### src/rtl/axi_console_slave.sv
`default_nettype none
// ============================================================================
// Module   : axi_console_slave
// Purpose  : AXI write-channel responder for the memory-mapped console and
//            test-status window. A console write pushes one character into a
//            byte FIFO that drains toward the UART TX. A status write of a
//            PASS/FAIL magic word sets sticky test flags.
// Ports    : clk, rst            - clock, synchronous active-high reset
//            aw*                 - write address channel (slave side)
//            w*                  - write data channel (slave side)
//            b*                  - write response channel (slave side)
//            tx_valid/ready/data - console byte stream (valid/ready)
//            test_done/test_pass - sticky test status flags
// Revision : 1.0 - initial release
// ============================================================================
module axi_console_slave #(
    parameter int                ADDR_W     = 40,
    parameter int                DATA_W     = 128,
    parameter int                ID_W       = 8,
    parameter int                FIFO_DEPTH = 16,
    parameter logic [ADDR_W-1:0] CON_ADDR   = ADDR_W'(40'h00_9000_0000),
    parameter logic [ADDR_W-1:0] STAT_ADDR  = ADDR_W'(40'h00_9000_0010)
) (
    input  logic                  clk,
    input  logic                  rst,
    // Write address channel
    input  logic                  awvalid,
    output logic                  awready,
    input  logic [ADDR_W-1:0]     awaddr,
    input  logic [3:0]            awlen,
    input  logic [ID_W-1:0]       awid,
    // Write data channel
    input  logic                  wvalid,
    output logic                  wready,
    input  logic [DATA_W-1:0]     wdata,
    input  logic [DATA_W/8-1:0]   wstrb,
    input  logic                  wlast,
    // Write response channel
    output logic                  bvalid,
    input  logic                  bready,
    output logic [ID_W-1:0]       bid,
    output logic [1:0]            bresp,
    // Console byte stream
    output logic                  tx_valid,
    input  logic                  tx_ready,
    output logic [7:0]            tx_data,
    // Test status
    output logic                  test_done,
    output logic                  test_pass
);

    localparam int STRB_W = DATA_W / 8;
    localparam int LANE_W = $clog2(STRB_W);
    localparam int PTR_W  = $clog2(FIFO_DEPTH);

    localparam logic [1:0]  c_RESP_OKAY   = 2'b00;
    localparam logic [1:0]  c_RESP_SLVERR = 2'b10;
    localparam logic [1:0]  c_RESP_DECERR = 2'b11;
    localparam logic [63:0] c_MAGIC_PASS  = 64'h0000_0004_4433_3222;
    localparam logic [63:0] c_MAGIC_FAIL  = 64'h0000_0023_8234_8720;
    // Decode ignores the 16-byte offset within a register slot.
    localparam logic [ADDR_W-1:0] c_SLOT_MASK = ~(ADDR_W'(15));

    typedef enum logic [1:0] {
        S_IDLE = 2'd0,
        S_DATA = 2'd1,
        S_RESP = 2'd2
    } state_t;

    // ------------------------------------------------------------------------
    // Registers
    // ------------------------------------------------------------------------
    state_t            state_q,   state_d;
    logic [ID_W-1:0]   id_q,      id_d;
    logic [3:0]        len_q,     len_d;
    logic [3:0]        beat_q,    beat_d;
    logic              con_q,     con_d;
    logic              stat_q,    stat_d;
    logic              dec_q,     dec_d;
    logic              lenerr_q,  lenerr_d;
    logic              lasterr_q, lasterr_d;
    logic [1:0]        resp_q,    resp_d;
    logic              done_q,    done_d;
    logic              pass_q,    pass_d;

    logic [PTR_W:0]    wptr_q, rptr_q;
    logic [7:0]        mem_q [FIFO_DEPTH];

    // ------------------------------------------------------------------------
    // Combinational helpers
    // ------------------------------------------------------------------------
    logic              w_aw_hs;
    logic              w_w_hs;
    logic              w_final_beat;
    logic              w_side_fx;
    logic              w_push;
    logic              w_pop;
    logic              w_full;
    logic              w_empty;
    logic [PTR_W:0]    w_count;
    logic [LANE_W-1:0] w_lane;
    logic [7:0]        w_byte;
    logic              w_is_con;
    logic              w_is_stat;

    assign w_is_con  = (awaddr & c_SLOT_MASK) == (CON_ADDR  & c_SLOT_MASK);
    assign w_is_stat = (awaddr & c_SLOT_MASK) == (STAT_ADDR & c_SLOT_MASK);

    assign w_count = wptr_q - rptr_q;
    assign w_full  = (w_count == (PTR_W+1)'(FIFO_DEPTH));
    assign w_empty = (w_count == '0);

    assign awready = (state_q == S_IDLE) && !rst;
    // Console target stalls the data channel while the FIFO is full; the
    // full flag comes from the registered count, so a same-cycle pop does
    // not open the gate.
    assign wready  = (state_q == S_DATA) && !(con_q && w_full);
    assign bvalid  = (state_q == S_RESP);
    assign bid     = (state_q == S_RESP) ? id_q   : '0;
    assign bresp   = (state_q == S_RESP) ? resp_q : c_RESP_OKAY;

    assign w_aw_hs      = awvalid && awready;
    assign w_w_hs       = wvalid && wready;
    assign w_final_beat = (beat_q == len_q);
    // Bursts (SLVERR) and undecoded addresses have no side effects.
    assign w_side_fx    = w_w_hs && !dec_q && !lenerr_q;
    assign w_push       = w_side_fx && con_q && (wstrb != '0);
    assign w_pop        = tx_valid && tx_ready;

    // Lowest set strobe selects the byte lane; scan high-to-low so the
    // last match wins.
    always_comb begin
        w_lane = '0;
        for (int k = STRB_W - 1; k >= 0; k--) begin
            if (wstrb[k]) begin
                w_lane = LANE_W'(k);
            end
        end
    end

    assign w_byte = wdata[{w_lane, 3'b000} +: 8];

    // ------------------------------------------------------------------------
    // FSM next-state and status flags
    // ------------------------------------------------------------------------
    always_comb begin
        state_d   = state_q;
        id_d      = id_q;
        len_d     = len_q;
        beat_d    = beat_q;
        con_d     = con_q;
        stat_d    = stat_q;
        dec_d     = dec_q;
        lenerr_d  = lenerr_q;
        lasterr_d = lasterr_q;
        resp_d    = resp_q;
        done_d    = done_q;
        pass_d    = pass_q;

        case (state_q)
            S_IDLE: begin
                if (w_aw_hs) begin
                    id_d      = awid;
                    len_d     = awlen;
                    beat_d    = '0;
                    con_d     = w_is_con;
                    stat_d    = w_is_stat;
                    dec_d     = !(w_is_con || w_is_stat);
                    lenerr_d  = (awlen != 4'd0);
                    lasterr_d = 1'b0;
                    state_d   = S_DATA;
                end
            end
            S_DATA: begin
                if (w_w_hs) begin
                    beat_d = beat_q + 4'd1;
                    if (wlast != w_final_beat) begin
                        lasterr_d = 1'b1;
                    end
                    if (w_final_beat) begin
                        state_d = S_RESP;
                        if (dec_q) begin
                            resp_d = c_RESP_DECERR;
                        end else if (lenerr_q || lasterr_q ||
                                     (wlast != w_final_beat)) begin
                            resp_d = c_RESP_SLVERR;
                        end else begin
                            resp_d = c_RESP_OKAY;
                        end
                    end
                end
            end
            S_RESP: begin
                if (bready) begin
                    state_d = S_IDLE;
                end
            end
            default: begin
                state_d = S_IDLE;
            end
        endcase

        // Flags freeze once a magic word has landed.
        if (w_side_fx && stat_q && !done_q && (wstrb[7:0] == 8'hFF)) begin
            if (wdata[63:0] == c_MAGIC_PASS) begin
                done_d = 1'b1;
                pass_d = 1'b1;
            end else if (wdata[63:0] == c_MAGIC_FAIL) begin
                done_d = 1'b1;
                pass_d = 1'b0;
            end
        end
    end

    always_ff @(posedge clk) begin
        if (rst) begin
            state_q   <= S_IDLE;
            id_q      <= '0;
            len_q     <= '0;
            beat_q    <= '0;
            con_q     <= 1'b0;
            stat_q    <= 1'b0;
            dec_q     <= 1'b0;
            lenerr_q  <= 1'b0;
            lasterr_q <= 1'b0;
            resp_q    <= c_RESP_OKAY;
            done_q    <= 1'b0;
            pass_q    <= 1'b0;
        end else begin
            state_q   <= state_d;
            id_q      <= id_d;
            len_q     <= len_d;
            beat_q    <= beat_d;
            con_q     <= con_d;
            stat_q    <= stat_d;
            dec_q     <= dec_d;
            lenerr_q  <= lenerr_d;
            lasterr_q <= lasterr_d;
            resp_q    <= resp_d;
            done_q    <= done_d;
            pass_q    <= pass_d;
        end
    end

    assign test_done = done_q;
    assign test_pass = pass_q;

    // ------------------------------------------------------------------------
    // Console byte FIFO
    // ------------------------------------------------------------------------
    always_ff @(posedge clk) begin
        if (rst) begin
            wptr_q <= '0;
            rptr_q <= '0;
        end else begin
            if (w_push) begin
                wptr_q <= wptr_q + 1'b1;
            end
            if (w_pop) begin
                rptr_q <= rptr_q + 1'b1;
            end
        end
    end

    // Storage needs no reset; the output is masked while empty.
    always_ff @(posedge clk) begin
        if (w_push && !rst) begin
            mem_q[wptr_q[PTR_W-1:0]] <= w_byte;
        end
    end

    assign tx_valid = !w_empty;
    assign tx_data  = w_empty ? 8'h00 : mem_q[rptr_q[PTR_W-1:0]];

endmodule
`default_nettype wire
### config.mk
export PLATFORM = sky130hd
export DESIGN_NAME = axi_console_slave
export DESIGN_NICKNAME = d
export VERILOG_FILES = /design/src/rtl/axi_console_slave.sv
export SDC_FILE = /design/constraint.sdc
export NUM_CORES = 1
export LEC_CHECK = 0
export CAP_MARGIN = 0
export CORE_ASPECT_RATIO = 0.8
export CORE_MARGIN = 2
export CORE_UTILIZATION = 44
export DETAILED_ROUTE_END_ITERATION = 7
export PLACE_DENSITY = 0.73
export SKIP_LAST_GASP = 1
export SLEW_MARGIN = 20
export SYNTH_ARGS = -nofsm -noshare
export SYNTH_HDL_FRONTEND = slang
export SYNTH_SLANG_ARGS = --single-unit
### constraint.sdc
create_clock -name clk -period 3.3 [get_ports clk]
set_input_delay 0.33 -clock clk [delete_from_list [all_inputs] [get_ports clk]]
set_output_delay 0.33 -clock clk [all_outputs]
set_load 0.05 [all_outputs]
======== Word level (Yosys, flattened, before mapping) ========
Memories as Yosys holds them, arrays and structs flattened. A register that Yosys moved wholly into a read port is not among the register bits.
Index checks and enable logic that the tools add are counted.
cells by class
  reductions and logical operators ........ 36
  multiplexer cells ....................... 41
  shifts and indexed selects .............. 1
  equality and inequality tests ........... 15
  $add $sub $neg .......................... 4
operators by type and width
  operator                                               number
  indexed part select 128 x 8 -> 8 bit                   1
  two-way mux 4 bit                                      20
  == test 36 x 28 -> 1 bit, second input constant        2
  == test 64 x 35 -> 1 bit, second input constant        1
  == test 64 x 38 -> 1 bit, second input constant        1
  two-way mux 8 bit                                      2
  nonzero test 16 bit                                    1
  logical AND 1 bit                                      14
  two-way mux 2 bit                                      7
  adder 5 x 1 -> 5 bit, second input constant            2
  two-way mux 1 bit                                      9
  == test 8 bit, second input constant                   1
  one-hot mux 4 bit (2 select lines)                     1
  AND reduction 4 bit                                    2
  zero test 1 bit                                        7
  inequality test 2 bit, second input constant           3
  one-hot mux 2 bit (3 select lines)                     1
  AND reduction 3 bit                                    2
  == test 5 bit, second input constant                   1
  zero test 5 bit                                        1
  subtractor 5 bit                                       1
  adder 4 x 1 -> 4 bit, second input constant            1
  == test 4 bit                                          1
  inequality test 2 x 1 -> 1 bit, second input constant  2
  other kinds (9)                                        13
storage, ports and cells
  flip-flop bits (word level) ............. 37
  memories kept ........................... 1
  RAM bits ................................ 128
memory list
  memory  depth  bits a word  rd ports  clocked after Yosys merged registers in  write ports  line  text
  mem_q   16     8            1         1                                        1            87    logic [7:0] mem_q [FIFO_DEPTH];

======== Logic depth before layout (Yosys ltp) ========
Gate-level depths: netlist of the first run.
  word-level depth ........................ 17
  depth in mapped cells ................... 10

======== Least setup slack after synthesis of the first run ========
OpenSTA, ideal clock, no wires.
  path kind ............................... reg-to-reg
  from .................................... register rptr_q[1]
  to ...................................... memory mem_q[3][0] (enable)
  library setup time ...................... 0.395 ns
  path slack .............................. -0.135 ns
  period minus slack after synthesis ...... 3.435 ns
  required time ........................... 2.905 ns
  data arrival time ....................... 3.040 ns
  stages on the path, launching flop included .. 11
  cell sequence ........................... dfxtp_1 inv_1 ha_1 nor2b_4 o21a_1 o21a_1 or4_4 nand3_2 nand3_2 buf_1 nor4_1
on the way
  cells in the longest elaborated chain, start to end .. 13
RTL lines
  what                                     line  text
  from (decl)                              86    logic [PTR_W:0] wptr_q, rptr_q;
  from (signal assigned)                   260   rptr_q <= rptr_q + 1'b1;
  subtractor 5 bit                         109   assign w_count = wptr_q - rptr_q;
  == test 5 bit                            110   assign w_full = (w_count == (PTR_W+1)'(FIFO_DEPTH));
  logical AND 1 bit                        117   assign wready = (state_q == S_DATA) && !(con_q && w_full);
  zero test 1 bit                          117
  logical AND 1 bit                        117
  logical AND 1 bit                        123   assign w_w_hs = wvalid && wready;
  logical AND 1 bit (2 in a row)           126   assign w_side_fx = w_w_hs && !dec_q && !lenerr_q;
  logical AND 1 bit (2 in a row)           127   assign w_push = w_side_fx && con_q && (wstrb != '0);
  logical AND 1 bit                        267   if (w_push && !rst) begin
  two-way mux 1 bit                        267
  two-way mux 1 bit (implied by the code)  268   mem_q[wptr_q[PTR_W-1:0]] <= w_byte;
  to (decl)                                87
Every way passes these cells.

======== Worst setup path after layout of the first run ========
  from .................................... register wptr_q[1]
  to ...................................... memory mem_q[9][1] (enable)
on the way
  cells in the longest elaborated chain, start to end .. 13
RTL lines
  what                                     line  text
  from (decl)                              86
  from (signal assigned)                   257   wptr_q <= wptr_q + 1'b1;
  subtractor 5 bit                         109
  == test 5 bit                            110
  logical AND 1 bit                        117
  zero test 1 bit                          117
  logical AND 1 bit                        117
  logical AND 1 bit                        123
  logical AND 1 bit (2 in a row)           126
  logical AND 1 bit (2 in a row)           127
  logical AND 1 bit                        267
  two-way mux 1 bit                        267
  two-way mux 1 bit (implied by the code)  268
Parallel ways exist; a longest one is shown, timed or not.

==> summary.txt, run 1 <==
Tightest Pin Transition: 0.6442 ns
Leakage: 4.038 nW
Nets: 1,149
Setup slack at placement: 0.05057 ns
Num Clock Sinks: 169
Synth-to-layout area growth: 40.37%
Crit-path cells: ha_1 -> nor2b_4 -> o21a_1 -> o21a_1 -> or4_4 -> nand3_2 -> nand3_2 -> nor4_1 -> buf_4
Post-Synth Simple-Gate Area: 17.18%
Switching share of power: 28.25%
Synth warn: 0
DR iter-0 viols: 428
Starting Density: 44.98%
Peak supply drop: 464.2 µV
DRC: 0
I/O Buffers: 222
CP Data Arrival Time: 3.27 ns
Post-synthesis sequential area ratio: 54.65%
Wire per inst: 20.24 µm
EDFF count, synth: 128
Share of layout cells above drive strength 1: 15.49%
Pwr/cell area: 508.7 mW/mm²
Slew Viols, Final: 0
Setup Viol. Count Final: 0
Internal: 4.373 mW
Layout Skew: 0.01395 ns
Htree depth: 4
Worst-path clk slew: 0.06 ns
Clock Latency Late Sink: 0.42 ns
Final worst slack: 0.1536 ns
CTS tree: built
Final Core Density: 63.14%
Synthesis-stage register bit count: 169
Period utilisation layout: 95.34%
Sw Pwr: 1.721 mW
Largest area contributor in the netlist: edfxtp_1
RSZ-0062 raised after global routing: yes
Max cap viols: 0
Metal2 WL: 11,830 µm
Num CTS Buffers: 17
Final HPWL from detailed placement: 18,740 µm
Gate Count Post-Synth: 683
Total congestion overflow: 0
Top Layer Used: met4
Setup CP Type: reg -> reg
Fmax achieved: 317.8 MHz
IO Count: 227
Met3 wire len: 1655 µm
Crit-path slowest cell: or4_4
Flop pwr share: 40.0%
Vias in the first global route: 7,049
Largest cells by area after synthesis: edfxtp_1, mux4_2, dfxtp_1, nand2_1, mux2i_1
Mux cell area share after synthesis: 14.18%
Fin. Hold Viols: 0
Mean Syn Cell Area: 12.50 µm²
XOR/XNOR share of the synthesized area: 0.7184%
Synth Area in Adders: 1.466%
Worst path required time: 3.43 ns
GRT Total Usage: 24.69%
Outcome: complete, no violations
Cell variety after synth: 64
Yosys top cell area share: 45.04%
Comb pwr share: 25.3%
Rows: 45
Crit-path max cell delay: 0.55 ns
Critical path startpoint category: register
Root buf cell: clkbuf_16
Met1 WL: 10,340 µm
Routed via count: 6,787
Routed Antenna Nets: 0
Hold slack: 0.4471 ns
Post-synthesis compound-gate area fraction: 9.471%
Tot Pwr: 6.094 mW
Hold Crit Class: reg -> reg
Synth Flop Type: edfxtp_1
Gp weighted congestion: 0.9573
Post-Syn Area: 0.008534 mm²
Die Wd: 159.7 µm
Crit path time final: 3.146 ns
Worst-case clock buffer depth: 2
Largest net degree at the start of global routing: 41
Non-Filler Instances: 1,209
Number of vias per cell: 5.614
Slew Limit Headroom: 56.97%
Pre-antenna DRT Iters: 5
Fraction of synthesis flops using an asynchronous set or reset pin: 0%
DRT Wirelength: 24,470 µm
Height of the die: 128.6 µm
Post-Synthesis Net Count: 896
Largest delay contributor family on the critical path: simple AND/OR/NAND/NOR gates
CP max FO: 16
CORE AREA: 0.01897 mm²
CP Capture Type: register
Die Area: 0.02053 mm²
Clock Power Share: 34.7%
Bufs and invs on worst path: 1
First-pass GRT wire length: 38,700 µm
Dpl cells: 1,175
Largest family of logic cells by synthesized area: simple AND/OR/NAND/NOR gates
Antenna violations before repair: 2
[power by group through the flow]
stage                     Clock (mW)  Combinational (mW)  Sequential [mW]
after floorplan                    0               0.955             2.44
after global placement             0                1.53             2.49
after detailed placement           0                1.54             2.49
after CTS                       2.14                1.55             2.44
after global routing            2.23                1.66             2.45
final                           2.11                1.54             2.44
[worst register-to-register path, stage by stage (launching register included)]
cell     delay, ns
dfxtp_1       0.46
ha_1          0.31
nor2b_4       0.14
o21a_1        0.16
o21a_1        0.20
or4_4         0.55
nand3_2       0.11
nand3_2       0.27
nor4_1        0.40
buf_4         0.25
[kinds of logic after synthesis]
| family | count (synthesis) |
|---|---|
| and+or+nand+nor | 264 |
| DFF | 169 |
| AOI/OAI and AO/OA | 114 |
| muxes | 70 |
| buffers and inverters | 49 |
| adders and majority gates | 10 |
| xor gates and xnor gates | 7 |
[cell usage in the layout (no fill, tap or decap), types with 6 or more instances in the layout]
cell type / instances
a211oi_1: 15
a21oi_1: 33
a22oi_1: 7
a32oi_1: 8
and2_1: 12
and4_1: 7
buf_4: 53
clkbuf_16: 17
clkdlybuf4s50_1: 211
dfxtp_1: 40
edfxtp_1: 128
ha_1: 10
inv_1: 14
mux2i_1: 23
mux4_2: 40
nand2_1: 71
nand2b_1: 8
nand3_1: 15
nand4_1: 10
nor2_1: 33
nor2b_1: 15
nor3_1: 24
nor4_1: 27
o21a_1: 6
o221ai_1: 14
or3_1: 6
[cell type report]
type	instances	area, µm²
Antenna cell	2	5.005
Clock buffer	17	425.4
Clock inverter	15	210.2
Fill cell	1481	6994
Inverter	14	52.55
Multi-Input combinational cell	465	3689
Sequential cell	169	4666
Tap cell	258	322.8
Timing Repair Buffer	269	2610
[per-stage QoR]
stage	instance area (µm²)	setup TNS (ns)
final	11980	0
after global routing	11980	-0.0007430
after CTS	11970	0
after detailed placement	11330	0
after global placement	11330	0
after floorplan	8534	-2.158
[routing by layer]
layer	GRT usage (%)	vias up
met2	41.33	283
met5	0	-
met1	32.48	3234
met4	8.556	0
li1	-	3228
met3	5.029	42
[state kept, by name (all words and copies together) (netlist names), 2 cells and up, named ones only]
register	flops
mem_q	128
id_q	8
rptr_q	5
wptr_q	5
beat_q	4
len_q	4
resp_q	2
state_q	2
[synthesized netlist by cell type, drive strengths merged, types with 12 or more instances]
cell type and number:
o221ai 14, a21oi 33, nor3 24, dfxtp 41, a211oi 15, clkbuf 22, and2 12, inv 14
nor2b 16, nor4 31, mux4 40, nor2 34, mux2i 23, nand3 17, edfxtp 128, buf 13
nand2 71
[final timing paths]
| kind | depth (start not counted) | to | slack [ns] | startpoint |
|---|---|---|---|---|
| worst min-delay path | 2 | id_q[1] | 0.45 | id_q[1] |
| worst min register to register | 2 | id_q[1] | 0.45 | id_q[1] |
| worst max register to register | 9 | mem_q[9][1] | 0.15 | wptr_q[1] |
| worst max-delay path | 9 | mem_q[9][1] | 0.15 | wptr_q[1] |
[timing repair]
action	CTS	global route
endpoints found under the hold margin	0	0
setup endpoints to repair	0	1
gates resized for setup	0	0
setup buffers	0	0
hold buffers	0	0
(Power assumes the default switching activity.)
==> run 2: changes to the inputs <==
- CORE_UTILIZATION: 44 -> 46
- CTS_BUF_LIST: not set -> sky130_fd_sc_hd__clkbuf_2 sky130_fd_sc_hd__clkbuf_4 sky130_fd_sc_hd__clkbuf_8
- PLACE_DENSITY: 0.73 -> not set
- PLACE_DENSITY_LB_ADDON: not set -> 0.25
==> run 2 against run 1 <==
  * First-iteration DRC count grew 25%
  * Combinational power is essentially flat
  * Hold slack lost 0.031 ns
  * Core utilization grew 1.2 points
  * Non-clock buffer count grew 1
  * Via count grew 0.55%
  * Critical endpoint is now mem_q[10][5]
  * Largest power group unchanged
==> summary.txt, run 2 (synthesis results as in run 1) <==
Outcome: complete, no violations (unchanged)
Worst path required time: 3.46 ns (was 3.43 ns)
Pwr/cell area: 457.6 mW/mm² (was 508.7 mW/mm²)
CP Capture Type: register (unchanged)
Crit-path slowest cell: or4_4 (unchanged)
GRT Total Usage: 25.25% (was 24.69%)
Antenna violations before repair: 1 (was 2)
Die Area: 0.01967 mm² (was 0.02053 mm²)
RSZ-0062 raised after global routing: no (was yes)
Crit-path max cell delay: 0.55 ns (about the same)
Period utilisation layout: 95.95% (was 95.34%)
Leakage: 3.916 nW (was 4.038 nW)
Tightest Pin Transition: 0.9120 ns (was 0.6442 ns)
Vias in the first global route: 6,805 (was 7,049)
IO Count: 227 (unchanged)
Layout Skew: 0.01217 ns (was 0.01395 ns)
Pre-antenna DRT Iters: 5 (unchanged)
Dpl cells: 1,148 (was 1,175)
Crit path time final: 3.166 ns (was 3.146 ns)
Setup slack at placement: 0.04830 ns (was 0.05057 ns)
Rows: 44 (was 45)
Worst-case clock buffer depth: 2 (unchanged)
Gp weighted congestion: 0.9617 (was 0.9573)
Synth-to-layout area growth: 36.90% (was 40.37%)
DRC: 0 (unchanged)
Largest register FFs: 128 (unchanged)
Bufs and invs on worst path: 1 (unchanged)
Die Wd: 156.3 µm (was 159.7 µm)
CORE AREA: 0.01817 mm² (was 0.01897 mm²)
CTS tree: built (unchanged)
Clock Latency Late Sink: 0.46 ns (was 0.42 ns)
Critical path startpoint category: register (unchanged)
Nets: 1,150 (was 1,149)
Num Clock Sinks: 169 (unchanged)
Setup bufs post-CTS: 0 (unchanged)
Routed via count: 6,824 (was 6,787)
Commonest non-fill, non-tap cells in the layout: clkdlybuf4s50_1, edfxtp_1, nand2_1, buf_4 (unchanged)
Setup CP Type: reg -> reg (unchanged)
DR iter-0 viols: 533 (was 428)
Worst-path clk slew: 0.10 ns (was 0.06 ns)
Peak supply drop: 264.7 µV (was 464.2 µV)
Hold Crit Class: in -> reg (was reg -> reg)
Largest net degree at the start of global routing: 41 (unchanged)
Crit-path cells: ha_1 -> nor2b_4 -> o21a_1 -> o21a_1 -> or4_4 -> nand3_2 -> nand3_2 -> nor4_1 -> buf_4 (unchanged)
Total congestion overflow: 0 (unchanged)
Starting Density: 46.98% (was 44.98%)
Final worst slack: 0.1338 ns (was 0.1536 ns)
Htree depth: 4 (unchanged)
Root buf cell: clkbuf_8 (was clkbuf_16)
Largest delay contributor family on the critical path: simple AND/OR/NAND/NOR gates (unchanged)
Setup Viol. Count Final: 0 (unchanged)
Max cap viols: 0 (unchanged)
Final HPWL from detailed placement: 18,800 µm (was 18,740 µm)
CP max FO: 16 (unchanged)
Fmax achieved: 315.8 MHz (was 317.8 MHz)
Height of the die: 125.8 µm (was 128.6 µm)
Setup TNS: 0 ns (unchanged)
Num CTS Buffers: 17 (unchanged)
I/O Buffers: 222 (unchanged)
DRT Wirelength: 24,030 µm (was 24,470 µm)
Non-Filler Instances: 1,181 (was 1,209)
Number of vias per cell: 5.778 (was 5.614)
Share of layout cells above drive strength 1: 15.79% (was 15.49%)
Routed Antenna Nets: 0 (unchanged)
Tot Pwr: 5.346 mW (was 6.094 mW)
Wire per inst: 20.34 µm (was 20.24 µm)
CP Data Arrival Time: 3.33 ns (was 3.27 ns)
Hold slack: 0.4158 ns (was 0.4471 ns)
Slew Viols, Final: 0 (unchanged)
Fin. Hold Viols: 0 (unchanged)
First-pass GRT wire length: 37,840 µm (was 38,700 µm)
Slew Limit Headroom: 38.64% (was 56.97%)
Most common cell after layout, fill and taps aside: clkdlybuf4s50_1 (unchanged)
==> run 2: cell types whose count changed in the layout (fill, tap and decap cells not counted) <==
cell	previous run	this run
inv_8	3	6
diode_2	2	1
inv_6	4	3
clkinv_4	1	2
clkinvlp_4	0	2
bufinv_16	4	0
clkinv_1	2	0
clkinv_8	0	1
buf_4	53	55
buf_12	5	4
clkbuf_8	0	17
clkbuf_16	17	0
==> run 2: cell type report <==
cell class | instances | area (µm²)
fill | 1421 | 6484
inverter | 14 | 52.55
tap | 230 | 287.8
clock buffer | 17 | 234.0
sequential | 169 | 4666
multi-input combinational | 465 | 3689
antenna | 1 | 2.502
clock inverter | 15 | 147.6
timing repair buffer | 270 | 2605
==> run 2: stage by stage <==
stage          cell area [µm²]  utilization, %
3_5_place_dp             11290           62.16
2_1_floorplan             8534               -
5_1_grt                  11680           64.31
6_report                 11680           64.31
4_1_cts                  11670           64.26
3_3_place_gp             11290           62.16
==> run 2: routing by layer <==
metal / vias up / track usage (%) / wire [µm]
li1: 3225 / - / -
met1: 3272 / 35.14 / 10200
met2: 301 / 41.77 / 11870
met3: 26 / 4.095 / 1603
met4: 0 / 6.260 / 353
met5: - / 0 / 0
==> run 2: path summary, 6_finish.rpt <==
path	to	cells after the start	from	slack (ns)
setup reg to reg	mem_q[10][5]	9	wptr_q[1]	0.13
setup / recovery	mem_q[10][5]	9	wptr_q[1]	0.13
hold / removal	id_q[2]	3	awid[2]	0.42
hold reg to reg	id_q[6]	2	id_q[6]	0.45
==> run 2: worst reg2reg max path: cells and delay by family, from the launching register on <==
family,cells,cell delay (ns)
and+or+nand+nor,5,1.48
DFF,1,0.47
AOI/OAI and AO/OA,2,0.36
adders and majority gates,1,0.31
buffers and inverters,1,0.25
==> run 2: power by group <==
group | leakage [nW] | switching (mW) | internal (mW)
Combinational | 2.25 | 0.829 | 0.708
Sequential | 1.47 | 0.0616 | 2.37
Clock | 0.191 | 0.813 | 0.563
Total | 3.92 | 1.70 | 3.64
==> run 2: what timing repair did <==
action / in CTS / in global routing
hold buffers: 0 / 0
resized for setup: 0 / 1
setup endpoints to repair: 0 / 8
